<file path="src/rtl/uart_pkg.sv">
// rtl/uart_pkg.sv - shared register map, bit indices and FSM states for the UART receiver
// Purpose: constants and types imported by uart_rx_dev.
// Ports:   none (package).
package uart_pkg;

    // Register select values, taken from addr_in[3:2]
    localparam logic [1:0] REG_RXDATA = 2'd0;
    localparam logic [1:0] REG_STATUS = 2'd1;
    localparam logic [1:0] REG_CTRL   = 2'd2;
    localparam logic [1:0] REG_BAUD   = 2'd3;

    // STATUS bit indices
    localparam int STAT_NOT_EMPTY  = 0;
    localparam int STAT_OVERRUN    = 1;
    localparam int STAT_FRAME_ERR  = 2;
    localparam int STAT_PARITY_ERR = 3;
    localparam int STAT_COUNT_LSB  = 8;

    // CTRL bit indices
    localparam int CTRL_RX_EN      = 0;
    localparam int CTRL_IRQ_EN     = 1;
    localparam int CTRL_PARITY_ODD = 2;

    // RXDATA flag returned when the FIFO is empty
    localparam int RXDATA_EMPTY_BIT = 31;

    localparam logic [15:0] MIN_BAUD_DIV = 16'd2;

    typedef enum logic [2:0] {
        RX_IDLE,
        RX_START,
        RX_DATA,
        RX_PARITY,
        RX_STOP
    } rx_state_t;

endpackage

</file>
<file path="src/rtl/sync_fifo.sv">
// rtl/sync_fifo.sv - single-clock FIFO with occupancy count
// Purpose: generic byte/word buffer; a push while full is dropped, a pop while empty is ignored.
// Ports:
//   clk       clock, rising edge
//   resetn    synchronous active-low reset (empties the FIFO)
//   push      write push_data when not full
//   push_data data to enqueue
//   pop       advance the head when not empty
//   head      current head entry (valid when !empty)
//   full      count == Depth
//   empty     count == 0
//   count     number of stored entries
module sync_fifo #(
    parameter int Width = 8,
    parameter int Depth = 16,
    localparam int AW = $clog2(Depth),
    localparam int CW = AW + 1
) (
    input  logic             clk,
    input  logic             resetn,
    input  logic             push,
    input  logic [Width-1:0] push_data,
    input  logic             pop,
    output logic [Width-1:0] head,
    output logic             full,
    output logic             empty,
    output logic [CW-1:0]    count
);

    logic [Width-1:0] mem [Depth];
    logic [AW-1:0]    wr_ptr;
    logic [AW-1:0]    rd_ptr;
    logic             do_push;
    logic             do_pop;

    assign full    = (count == CW'(Depth));
    assign empty   = (count == '0);
    assign do_push = push & ~full;
    assign do_pop  = pop & ~empty;
    assign head    = mem[rd_ptr];

    // Storage needs no reset; only the pointers define validity.
    always_ff @(posedge clk) begin
        if (do_push) begin
            mem[wr_ptr] <= push_data;
        end
    end

    // Depth is a power of two, so the pointers wrap naturally.
    always_ff @(posedge clk) begin
        if (!resetn) begin
            wr_ptr <= '0;
            rd_ptr <= '0;
            count  <= '0;
        end else begin
            if (do_push) begin
                wr_ptr <= wr_ptr + AW'(1);
            end
            if (do_pop) begin
                rd_ptr <= rd_ptr + AW'(1);
            end
            case ({do_push, do_pop})
                2'b10:   count <= count + CW'(1);
                2'b01:   count <= count - CW'(1);
                default: count <= count;
            endcase
        end
    end

endmodule

</file>
<file path="src/rtl/uart_rx_dev.sv">
// rtl/uart_rx_dev.sv - UART receiver bus device with receive FIFO and level interrupt
// Purpose: deserialises 8-bit frames from rx_in into a FIFO; RXDATA/STATUS/CTRL/BAUD_DIV registers.
// Optional feature: define UART_RX_PARITY_EN for a parity bit (CTRL[2] parity_odd, STATUS[3] parity_err).
// Ports:
//   clk_in    clock, rising edge
//   reset_in  synchronous active-low reset
//   req_in    bus request; we_in selects write (1) or read (0)
//   addr_in   register select on [3:2]
//   wdata_in  write data
//   data_out  registered read data, valid the cycle after a read request
//   rx_in     asynchronous serial input, idle high
//   irq_out   registered level interrupt
module uart_rx_dev
    import uart_pkg::*;
#(
    parameter int DataWidth    = 32,
    parameter int AddressWidth = 32,
    parameter int FifoDepth    = 16,
    parameter int DefaultDiv   = 868,
    localparam int CW = $clog2(FifoDepth) + 1
) (
    input  logic                    clk_in,
    input  logic                    reset_in,
    input  logic                    req_in,
    input  logic                    we_in,
    input  logic [AddressWidth-1:0] addr_in,
    input  logic [DataWidth-1:0]    wdata_in,
    output logic [DataWidth-1:0]    data_out,
    input  logic                    rx_in,
    output logic                    irq_out
);

    logic        rx_s1, rx_s2, rx_prev;
    rx_state_t   state;
    logic [15:0] baud_cnt;
    logic [2:0]  bit_cnt;
    logic [7:0]  shift;
    logic        push_q;
    logic [7:0]  push_byte;
    logic        frame_set;

    logic        rx_en, irq_en;
    logic [15:0] baud_div;
    logic        overrun, frame_err;

    logic [7:0]    fifo_head;
    logic          fifo_full, fifo_empty;
    logic [CW-1:0] fifo_count;

    logic        rd_access, wr_access, pop;
    logic [1:0]  sel;
    logic [31:0] rdata;
    logic        parity_flag;

`ifdef UART_RX_PARITY_EN
    logic parity_odd, parity_err, parity_set, par_bad;
    assign parity_flag = parity_err;
`else
    assign parity_flag = 1'b0;
`endif

    assign sel       = addr_in[3:2];
    assign rd_access = req_in & ~we_in;
    assign wr_access = req_in & we_in;
    assign pop       = rd_access & (sel == REG_RXDATA) & ~fifo_empty;

    // Bits outside the decoded window are intentionally ignored.
    logic unused_bits;
    assign unused_bits = &{1'b0, addr_in[AddressWidth-1:4], addr_in[1:0], wdata_in[DataWidth-1:16]};

    sync_fifo #(
        .Width (8),
        .Depth (FifoDepth)
    ) u_fifo (
        .clk       (clk_in),
        .resetn    (reset_in),
        .push      (push_q),
        .push_data (push_byte),
        .pop       (pop),
        .head      (fifo_head),
        .full      (fifo_full),
        .empty     (fifo_empty),
        .count     (fifo_count)
    );

    // Two-flop synchroniser plus one history flop for falling-edge detection.
    always_ff @(posedge clk_in) begin
        if (!reset_in) begin
            rx_s1   <= 1'b1;
            rx_s2   <= 1'b1;
            rx_prev <= 1'b1;
        end else begin
            rx_s1   <= rx_in;
            rx_s2   <= rx_s1;
            rx_prev <= rx_s2;
        end
    end

    // Receive FSM. Each sample point is where baud_cnt reaches zero; the
    // counter is reloaded from baud_div there, so BAUD_DIV changes land on
    // the next reload. push_q/frame_set are one-cycle registered pulses.
    always_ff @(posedge clk_in) begin
        if (!reset_in) begin
            state     <= RX_IDLE;
            baud_cnt  <= '0;
            bit_cnt   <= '0;
            shift     <= '0;
            push_q    <= 1'b0;
            push_byte <= '0;
            frame_set <= 1'b0;
`ifdef UART_RX_PARITY_EN
            parity_set <= 1'b0;
            par_bad    <= 1'b0;
`endif
        end else begin
            push_q    <= 1'b0;
            frame_set <= 1'b0;
`ifdef UART_RX_PARITY_EN
            parity_set <= 1'b0;
`endif
            if (!rx_en) begin
                state <= RX_IDLE;
            end else begin
                case (state)
                    RX_IDLE: begin
                        if (rx_prev && !rx_s2) begin
                            state    <= RX_START;
                            baud_cnt <= (baud_div >> 1) - 16'd1;
                        end
                    end
                    RX_START: begin
                        if (baud_cnt != 16'd0) begin
                            baud_cnt <= baud_cnt - 16'd1;
                        end else if (rx_s2) begin
                            state <= RX_IDLE;
                        end else begin
                            state    <= RX_DATA;
                            bit_cnt  <= '0;
                            baud_cnt <= baud_div - 16'd1;
                        end
                    end
                    RX_DATA: begin
                        if (baud_cnt != 16'd0) begin
                            baud_cnt <= baud_cnt - 16'd1;
                        end else begin
                            shift    <= {rx_s2, shift[7:1]};
                            bit_cnt  <= bit_cnt + 3'd1;
                            baud_cnt <= baud_div - 16'd1;
                            if (bit_cnt == 3'd7) begin
`ifdef UART_RX_PARITY_EN
                                state <= RX_PARITY;
`else
                                state <= RX_STOP;
`endif
                            end
                        end
                    end
`ifdef UART_RX_PARITY_EN
                    RX_PARITY: begin
                        if (baud_cnt != 16'd0) begin
                            baud_cnt <= baud_cnt - 16'd1;
                        end else begin
                            par_bad    <= ((^shift) ^ rx_s2) != parity_odd;
                            parity_set <= ((^shift) ^ rx_s2) != parity_odd;
                            baud_cnt   <= baud_div - 16'd1;
                            state      <= RX_STOP;
                        end
                    end
`endif
                    RX_STOP: begin
                        if (baud_cnt != 16'd0) begin
                            baud_cnt <= baud_cnt - 16'd1;
                        end else begin
                            state <= RX_IDLE;
                            if (rx_s2) begin
`ifdef UART_RX_PARITY_EN
                                push_q <= ~par_bad;
`else
                                push_q <= 1'b1;
`endif
                                push_byte <= shift;
                            end else begin
                                frame_set <= 1'b1;
                            end
                        end
                    end
                    default: state <= RX_IDLE;
                endcase
            end
        end
    end

    always_comb begin
        rdata = '0;
        case (sel)
            REG_RXDATA: begin
                if (fifo_empty) begin
                    rdata[RXDATA_EMPTY_BIT] = 1'b1;
                end else begin
                    rdata[7:0] = fifo_head;
                end
            end
            REG_STATUS: begin
                rdata[STAT_NOT_EMPTY]  = ~fifo_empty;
                rdata[STAT_OVERRUN]    = overrun;
                rdata[STAT_FRAME_ERR]  = frame_err;
                rdata[STAT_PARITY_ERR] = parity_flag;
                rdata[STAT_COUNT_LSB +: 8] = 8'(fifo_count);
            end
            REG_CTRL: begin
                rdata[CTRL_RX_EN]  = rx_en;
                rdata[CTRL_IRQ_EN] = irq_en;
`ifdef UART_RX_PARITY_EN
                rdata[CTRL_PARITY_ODD] = parity_odd;
`endif
            end
            default: rdata[15:0] = baud_div;
        endcase
    end

    // Register file. Flag update is (old & ~clear) | set, so an FSM set in
    // the same cycle as a W1C clear wins.
    always_ff @(posedge clk_in) begin
        if (!reset_in) begin
            data_out  <= '0;
            irq_out   <= 1'b0;
            rx_en     <= 1'b0;
            irq_en    <= 1'b0;
            baud_div  <= 16'(DefaultDiv);
            overrun   <= 1'b0;
            frame_err <= 1'b0;
`ifdef UART_RX_PARITY_EN
            parity_odd <= 1'b0;
            parity_err <= 1'b0;
`endif
        end else begin
            if (rd_access) begin
                data_out <= DataWidth'(rdata);
            end
            if (wr_access && sel == REG_CTRL) begin
                rx_en  <= wdata_in[CTRL_RX_EN];
                irq_en <= wdata_in[CTRL_IRQ_EN];
`ifdef UART_RX_PARITY_EN
                parity_odd <= wdata_in[CTRL_PARITY_ODD];
`endif
            end
            if (wr_access && sel == REG_BAUD) begin
                baud_div <= (wdata_in[15:0] < MIN_BAUD_DIV) ? MIN_BAUD_DIV : wdata_in[15:0];
            end
            overrun <= (overrun & ~(wr_access && sel == REG_STATUS && wdata_in[STAT_OVERRUN]))
                       | (push_q & fifo_full);
            frame_err <= (frame_err & ~(wr_access && sel == REG_STATUS && wdata_in[STAT_FRAME_ERR]))
                         | frame_set;
`ifdef UART_RX_PARITY_EN
            parity_err <= (parity_err & ~(wr_access && sel == REG_STATUS && wdata_in[STAT_PARITY_ERR]))
                          | parity_set;
`endif
            irq_out <= irq_en & (~fifo_empty | overrun | frame_err | parity_flag);
        end
    end

endmodule
</file>
<file path="config.mk">
export PLATFORM = sky130hd
export DESIGN_NAME = uart_rx_dev
export DESIGN_NICKNAME = d
export VERILOG_FILES = /design/src/rtl/uart_pkg.sv /design/src/rtl/sync_fifo.sv /design/src/rtl/uart_rx_dev.sv
export SDC_FILE = /design/constraint.sdc
export NUM_CORES = 1
export LEC_CHECK = 0
export CORE_MARGIN = 4
export CORE_UTILIZATION = 61
export CTS_CLUSTER_DIAMETER = 30
export CTS_CLUSTER_SIZE = 24
export DETAILED_ROUTE_END_ITERATION = 7
export PLACE_DENSITY = 0.95
export SYNTH_ARGS = -nofsm -noshare
export SYNTH_HDL_FRONTEND = slang
export SYNTH_SLANG_ARGS = --single-unit
</file>
<file path="constraint.sdc">
create_clock -name clk_in -period 6.7 [get_ports clk_in]
set_input_delay 1.34 -clock clk_in [delete_from_list [all_inputs] [get_ports clk_in]]
set_output_delay 1.34 -clock clk_in [all_outputs]
set_load 0.05 [all_outputs]
</file>
==> reports/results.md, run 1 <==
| Parameter | This run |
|---|---|
| Yosys warning count | 0 |
| FF-to-FF End | u_fifo.count[4] |
| Vias in the first global route | 7913 |
| Peak fanout along the critical path | 20 |
| Max cap viols | 0 |
| Clock buffer depth | 3 |
| Number of pins with negative max-slew slack in the final report | 0 |
| Static leakage power | 4.030 nW |
| Post-layout net count | 966 |
| Prevailing post-synth register cell | edfxtp_1 |
| H-Tree Depth | 2 |
| Required time reported for the critical path endpoint | 7040 ps |
| Number of antenna violations at the first check in global routing | 0 |
| Cells on Worst Hold Path | 1 |
| Chain of cells forming the critical path | clkdlybuf4s50_1 -> nand2b_1 -> nor3_1 -> and2_1 -> ha_1 -> inv_1 -> fa_1 -> nor2b_1 -> o21ai_0 -> and3_1 -> nor3_1 -> xnor2_1 -> nor2_1 |
| Crit. End Element | register |
| Most repeated library cell on the critical path | nor3_1 |
| Fraction of power consumed by the clock network | 53.2% |
| Share of the yosys chip area belonging to registers | 57.40% |
| First-pass GRT wire length | 46.31 mm |
| Wire length after detailed routing | 30.34 mm |
| Net switching component of the power | 0.8037 mW |
| Fin. Hold Viols | 0 |
| Post-route clock period utilization | 76.12% |
| Global-route usage over all layers | 32.77% |
| Internal cell power | 2.555 mW |
| Die area | 0.01871 mm2 |
| Count of inserted antenna diode cells | 0 |
| DRC violation total after the first TritonRoute iteration | 1859 |
| Register bit total from synthesis | 226 |
| Routing usage on met3 | 9.743% |
| Core Area | 0.01606 mm2 |
| Critical-path cell with the highest stage delay | nand2b_1 |
| Flop pwr share | 43.7% |
| Setup slack of the worst register-to-register path | 2690 ps |
| Worst hold path endpoint | rx_s2 |
| Setup repair after global routing missed its margin | no |
| Hold Startpoint | rx_s1 |
| Hold Path Class | register to register |
| Input/output buffers | 40 |
| Count leader, synth | edfxtp_1 |
| Most used routing layer | met2 |
| Per-cell via count in the routed design | 7.206 |
| Origin of the worst setup path | we_in |
| Total via count after detailed routing | 8107 |
| Synthesized area per cell | 11.89 um2 |
| Failing checks | design-rule violations |
| Max stage delay on crit path | 590 ps |
| Min Hold Slack | 410.1 ps |
| Result of the run | finished, violations left |
| Layout cell share with drive strength beyond 1 | 13.53% |
| VDD IR max | 187.5 uV |
| Total clock sinks | 226 |
| Number of endpoints failing setup at the final stage | 0 |
| Slew HR | 15.58% |
| Number of buffers added for setup after CTS | 0 |
| Detailed placement HPWL | 15.80 mm |
| CTS Buf Count | 36 |
| Transition time at the pin with the least slew margin | 1264 ps |
| Largest net degree at the start of global routing | 68 |
| Overflow left after global routing | 0 |
| Sum of negative setup slack | 0 ps |
| Power density normalized to cell area | 286.7 mW/mm2 |
| Achievable Freq | 0.1961 GHz |
| Die Wd | 136.8 um |
| CTS tree | built |
| Hold buffer count at cts | 0 |
| Number of detailed-route iterations in the first pass | 8 |
| Fin crit period | 5100 ps |
| Reg2Reg Launch Point | u_fifo.count[0] |
| Antenna Violating Nets Remaining | 0 |
| Share of Yosys cell area claimed by the top area cell type | 38.00% |
| Initial standard-cell utilization of the core | 62.99% |
| Row Count | 46 |
| Non-filler cells, final | 1125 |
| Area growth from synthesis to layout | 15.81% |
| Worst Path Class, Setup | input port to register |
| Number of instances resized during post-cts repair | 0 |
| Arrival time reported for the critical path endpoint | 5440 ps |
| Pre-CTS WS | 1747 ps |
| Number of cells produced by synthesis | 851 |
| Clock-pin slew of the registers on the worst-case setup and hold paths | 50 ps |
| Worst clock skew | 37.69 ps |
| FF-to-FF path depth | 11 |
| Root Buffer Master | clkbuf_16 |
| Total of fill cells in the finished design | 813 |
| Gate power share | 3.1% |
| Final setup margin | 1600 ps |
| Cell type contributing the most total cell area after synthesis | edfxtp_1 |
| Synth cell types | 68 |
| Die height | 136.8 um |
| Kind of start point of the critical path | input port |
| Met2 routing resource usage after global routing | 52.98% |
| Number of DRC violations after detailed routing | 114 |
| Post-synth EDFFs | 128 |
| Switching portion of total power | 23.93% |
| I/O pins | 102 |
| Biggest area contributors in the synthesized netlist | edfxtp_1, dfxtp_1, mux4_2, nor2_1, mux2i_1 |
| List of most frequent post-synthesis cells | edfxtp_1, dfxtp_1, nor2_1 |
| Routed wirelength normalized by instance count | 26.97 um |
| Netlist Area Pre-Place | 0.01011 mm2 |
| Worst-Skew Late Latency | 520 ps |
| Routability cong. | 0.9175 |
| Met1 Usage GRT | 39.58% |
| Proportion of register bits with asynchronous set or reset after synthesis | 0% |
| Instance count after placement with tap cells included | 1060 |
[metal layers]
layer  part of all wire [%]  wire (um)
met1                     33       9925
met2                     46      14110
met3                     13       4065
met4                    7.4       2243
met5                      0          0
[worst max-delay path by stage]
stage / depth (start not counted) / slack, ps / to
floorplan: 13 / 2940 / u_fifo.count[4]
global placement: 13 / 1900 / u_fifo.count[4]
detailed placement: 13 / 1750 / u_fifo.count[4]
CTS: 13 / 1780 / u_fifo.count[4]
global route: 13 / 1450 / u_fifo.count[4]
finish: 13 / 1600 / u_fifo.count[4]
[stage by stage]
step	utilization (%)	instance area, um2	power [mW]
6_report	72.95	11710	3.359
5_1_grt	72.95	11710	3.425
4_1_cts	72.95	11710	3.350
3_5_place_dp	65.72	10550	1.590
3_3_place_gp	65.72	10550	1.588
2_1_floorplan	-	10170	1.565
[cell families after synthesis]
| kind of cell | after synthesis | share of synthesized area [%] |
|---|---|---|
| simple gates | 287 | 14.15 |
| flops | 226 | 57.40 |
| compound gates | 134 | 8.622 |
| buf+inv | 84 | 4.020 |
| mux | 66 | 10.55 |
| xor+xnor | 38 | 3.290 |
| fa+ha+maj | 15 | 1.930 |
| other cells | 1 | 0.03707 |
[power by group through the flow]
| stage | logic [mW] | registers, mW | clock network (mW) |
|---|---|---|---|
| 3_5_place_dp | 0.0954 | 1.49 | 0 |
| 4_1_cts | 0.100 | 1.47 | 1.78 |
| 5_1_grt | 0.109 | 1.47 | 1.85 |
| 3_3_place_gp | 0.0934 | 1.49 | 0 |
| 2_1_floorplan | 0.0697 | 1.49 | 0 |
| 6_report | 0.105 | 1.47 | 1.79 |
[worst max-delay path: cells and delay by family]
kind	cells	cell delay [ps]
AO/OA/AOI/OAI	1	180
XOR/XNOR	1	180
adder cells (fa/ha/maj)	2	750
buffers and inverters	2	630
AND/OR/NAND/NOR	7	2350
[state kept, by name (all words and copies together), names as in the netlist, 3 cells and up, named ones only]
register,flops
baud_cnt,16
u_fifo.rd_ptr,4
push_byte,8
bit_cnt,3
baud_div,16
u_fifo.mem,128
state,3
u_fifo.wr_ptr,4
u_fifo.count,5
data_out,17
shift,8
[area by class of cell]
class	instances	area (um2)	share of cell area [%]
Sequential cell	226	5807	49.57
Tap cell	216	270.3	2.307
Inverter	14	52.55	0.4486
Clock buffer	41	929.6	7.936
Multi-Input combinational cell	555	3955	33.76
Clock inverter	24	231.5	1.976
Timing Repair Buffer	49	467.9	3.995
[placed cells by master, fill, tap and decap left out, types with 6 or more instances in the layout]
master	instances
a211oi_1	12
a21oi_1	43
a222oi_1	6
a22oi_1	9
buf_4	9
clkbuf_16	36
clkdlybuf4s50_1	40
conb_1	15
dfxtp_1	97
edfxtp_1	128
ha_1	14
inv_1	13
mux2i_1	29
mux4_2	32
nand2_1	62
nand2b_1	10
nand3_1	12
nand4_1	11
nor2_1	97
nor2b_1	12
nor3_1	25
nor4_1	22
o21ai_0	23
o22ai_1	10
xnor2_1	18
xor2_1	20
Note: power is estimated with default switching activity, not from simulation.
==> run 2: changes to the inputs <==
--- a/config.mk
+++ b/config.mk
@@ -6,11 +6,11 @@
 export NUM_CORES = 1
 export LEC_CHECK = 0
 export CORE_MARGIN = 4
-export CORE_UTILIZATION = 61
+export CORE_UTILIZATION = 57
 export CTS_CLUSTER_DIAMETER = 30
 export CTS_CLUSTER_SIZE = 24
 export DETAILED_ROUTE_END_ITERATION = 7
-export PLACE_DENSITY = 0.95
+export PLACE_DENSITY = 0.91
 export SYNTH_ARGS = -nofsm -noshare
 export SYNTH_HDL_FRONTEND = slang
 export SYNTH_SLANG_ARGS = --single-unit
==> constraint.sdc (replaced) <==
create_clock -name clk_in -period 4.8 [get_ports clk_in]
set_input_delay 0.96 -clock clk_in [delete_from_list [all_inputs] [get_ports clk_in]]
set_output_delay 0.96 -clock clk_in [all_outputs]
set_load 0.05 [all_outputs]
==> run 2 against run 1 <==
The flow now finishes without violations. Die area rose by 6.6%. Sequential power increased by 39%. Clock-buffer cell count shrank 2. Global-route usage is 5.5 points lower. Utilization is 5.1 points lower. First-iteration DRC count decreased by 49%. Wire length decreased by 11%. Total power is 40% higher. Cell count rose by 1.2%. Clock power is 40% higher. Setup slack lost 450 ps. Critical endpoint unchanged. Largest power group unchanged.
==> reports/results.md, run 2 (synthesis gave the netlist of run 1 again) <==
| Parameter | This run | Change |
|---|---|---|
| Power density normalized to cell area | 398.6 mW/mm2 | was 286.7 mW/mm2 |
| Register bank with the most flops | u_fifo.mem | unchanged |
| Kind of start point of the critical path | register | was input port |
| Largest net degree at the start of global routing | 43 | was 68 |
| Number of buffers added for setup after CTS | 0 | unchanged |
| Global-route usage over all layers | 27.29% | was 32.77% |
| Number of pins with negative max-slew slack in the final report | 0 | unchanged |
| VDD IR max | 252.4 uV | was 187.5 uV |
| Peak fanout along the critical path | 9 | was 20 |
| Crit. End Element | register | unchanged |
| Number of instances resized during post-cts repair | 0 | unchanged |
| Total via count after detailed routing | 7522 | was 8107 |
| I/O pins | 102 | unchanged |
| Transition time at the pin with the least slew margin | 1223 ps | was 1264 ps |
| Final setup margin | 1150 ps | was 1600 ps |
| FF-to-FF End | u_fifo.count[4] | unchanged |
| WL met3 | 2.904 mm | was 4.065 mm |
| Max FFs per register | 128 | unchanged |
| Worst-Skew Late Latency | 520 ps | about the same |
| Hold Path Class | register to register | unchanged |
| Area growth from synthesis to layout | 16.35% | was 15.81% |
| Post-route clock period utilization | 76.05% |  |
| Top routing layer used | met4 | unchanged |
| Post-layout net count | 971 | was 966 |
| Worst clock skew | 12.57 ps | was 37.69 ps |
| Antenna Violating Nets Remaining | 0 | unchanged |
| Vias in the first global route | 7559 | was 7913 |
| CTS tree | built | unchanged |
| Slew HR | 18.15% | was 15.58% |
| Worst setup endpoint | u_fifo.count[4] | unchanged |
| Root Buffer Master | clkbuf_16 | unchanged |
| Clock buffer depth | 3 | unchanged |
| Detailed route wirelength on metal2 | 13.16 mm | was 14.11 mm |
| Number of detailed-route iterations in the first pass | 8 | unchanged |
| Reg2Reg Launch Point | u_fifo.count[0] | unchanged |
| Arrival time reported for the critical path endpoint | 4040 ps | was 5440 ps |
| Die height | 141.2 um | was 136.8 um |
| Fin. Hold Viols | 0 | unchanged |
| Setup repair after global routing missed its margin | no | unchanged |
| Util after Layout | 67.81% | was 72.95% |
| Pre-CTS WS | 942.0 ps | was 1747 ps |
| Clock-pin slew of the registers on the worst-case setup and hold paths | 50 ps | about the same |
| H-Tree Depth | 2 | unchanged |
| Setup slack of the worst register-to-register path | 1150 ps | was 2690 ps |
| Achievable Freq | 0.2740 GHz |  |
| Worst Path Class, Setup | register to register | was input port to register |
| Number of DRC violations after detailed routing | 0 | was 114 |
| FF-to-FF path depth | 12 | was 11 |
| Required time reported for the critical path endpoint | 5190 ps | was 7040 ps |
| Overflow left after global routing | 0 | unchanged |
| Die area | 0.01994 mm2 | was 0.01871 mm2 |
| Routed wirelength normalized by instance count | 23.76 um | was 26.97 um |
| First-pass GRT wire length | 42.32 mm | was 46.31 mm |
| Row Count | 48 | was 46 |
| Origin of the worst setup path | u_fifo.count[0] | was we_in |
| Wire length after detailed routing | 27.07 mm | was 30.34 mm |
| Detailed placement HPWL | 15.51 mm | was 15.80 mm |
| Count of inserted antenna diode cells | 0 | unchanged |
| Total clock sinks | 226 | unchanged |
| Max cap viols | 0 | unchanged |
| Initial standard-cell utilization of the core | 58.28% | was 62.99% |
| Input/output buffers | 40 | unchanged |
| Routability cong. | 0.9176 | was 0.9175 |
| Largest registers | u_fifo.mem: 128 flops, data_out: 17 flops | unchanged |
| CTS Buf Count | 36 | unchanged |
| Per-cell via count in the routed design | 6.604 | was 7.206 |
| Most frequent cells in the layout | edfxtp_1, nor2_1, dfxtp_1, nand2_1, a21oi_1 | unchanged |
| Static leakage power | 4.056 nW | was 4.030 nW |
| Result of the run | finished, final reports clean | was finished, violations left |
| Core Area | 0.01736 mm2 | was 0.01606 mm2 |
| Number of antenna violations at the first check in global routing | 0 | unchanged |
| Hold buffer count at cts | 0 | unchanged |
| Metal1 wirelength | 9.801 mm | was 9.925 mm |
| Number of endpoints failing setup at the final stage | 0 | unchanged |
| Fin crit period | 3650 ps |  |
| DRC violation total after the first TritonRoute iteration | 955 | was 1859 |
| Most common library cell in the layout ignoring fill and taps | edfxtp_1 | unchanged |
| Power after layout | 4.691 mW | was 3.359 mW |
| Layout cell share with drive strength beyond 1 | 13.79% | was 13.53% |
| Die Wd | 141.2 um | was 136.8 um |
| Sum of negative setup slack | 0 ps | unchanged |
-- run 2: per-layer routing --
| layer | up-vias | GRT usage [%] |
|---|---|---|
| met5 | - | 0 |
| met1 | 3626 | 34.05 |
| met4 | 0 | 13.21 |
| met3 | 101 | 6.377 |
| li1 | 3219 | - |
| met2 | 576 | 44.97 |
-- run 2: how the worst min path moves through the flow --
stage	startpoint	endpoint	slack (ps)	depth (start not counted)
4_1_cts	rx_s1	rx_s2	410	1
3_5_place_dp	rx_s1	rx_s2	400	1
5_1_grt	rx_s1	rx_s2	430	1
2_1_floorplan	rx_s1	rx_s2	390	1
3_3_place_gp	rx_s1	rx_s2	390	1
6_report	rx_s1	rx_s2	400	1
-- run 2: area by class of cell --
class / count / area [um2]
Tap cell: 225 / 281.5
Fill cell: 1055 / 5588
Clock inverter: 26 / 255.2
Clock buffer: 39 / 912.1
Sequential cell: 226 / 5807
Inverter: 14 / 52.55
Timing Repair Buffer: 54 / 505.5
Multi-Input combinational cell: 555 / 3955
-- run 2: critical path: stages, from the launching register on --
cell and delay [ps]:
dfxtp_1 350, nor4_1 760, a21boi_1 480, inv_1 180, ha_1 250, inv_1 100
fa_1 410, nor2b_1 190, o21ai_0 120, and3_1 200, nor3_1 260, xnor2_1 170
nor2_1 60
-- run 2: through the flow --
stage | cells | hold slack [ps] | cell area [um2]
2_1_floorplan | 865 | 386.3 | 10170
5_1_grt | 1139 | 427.9 | 11770
6_report | 1139 | 400.8 | 11770
3_3_place_gp | 1074 | 392.7 | 10600
3_5_place_dp | 1074 | 397.2 | 10600
4_1_cts | 1139 | 405.8 | 11770
-- run 2: power by group --
group / internal, mW / switching, mW / total [mW]
Clock: 1.52 / 0.978 / 2.50
Combinational: 0.0457 / 0.0992 / 0.145
Sequential: 2.03 / 0.0144 / 2.05
Total: 3.60 / 1.09 / 4.69
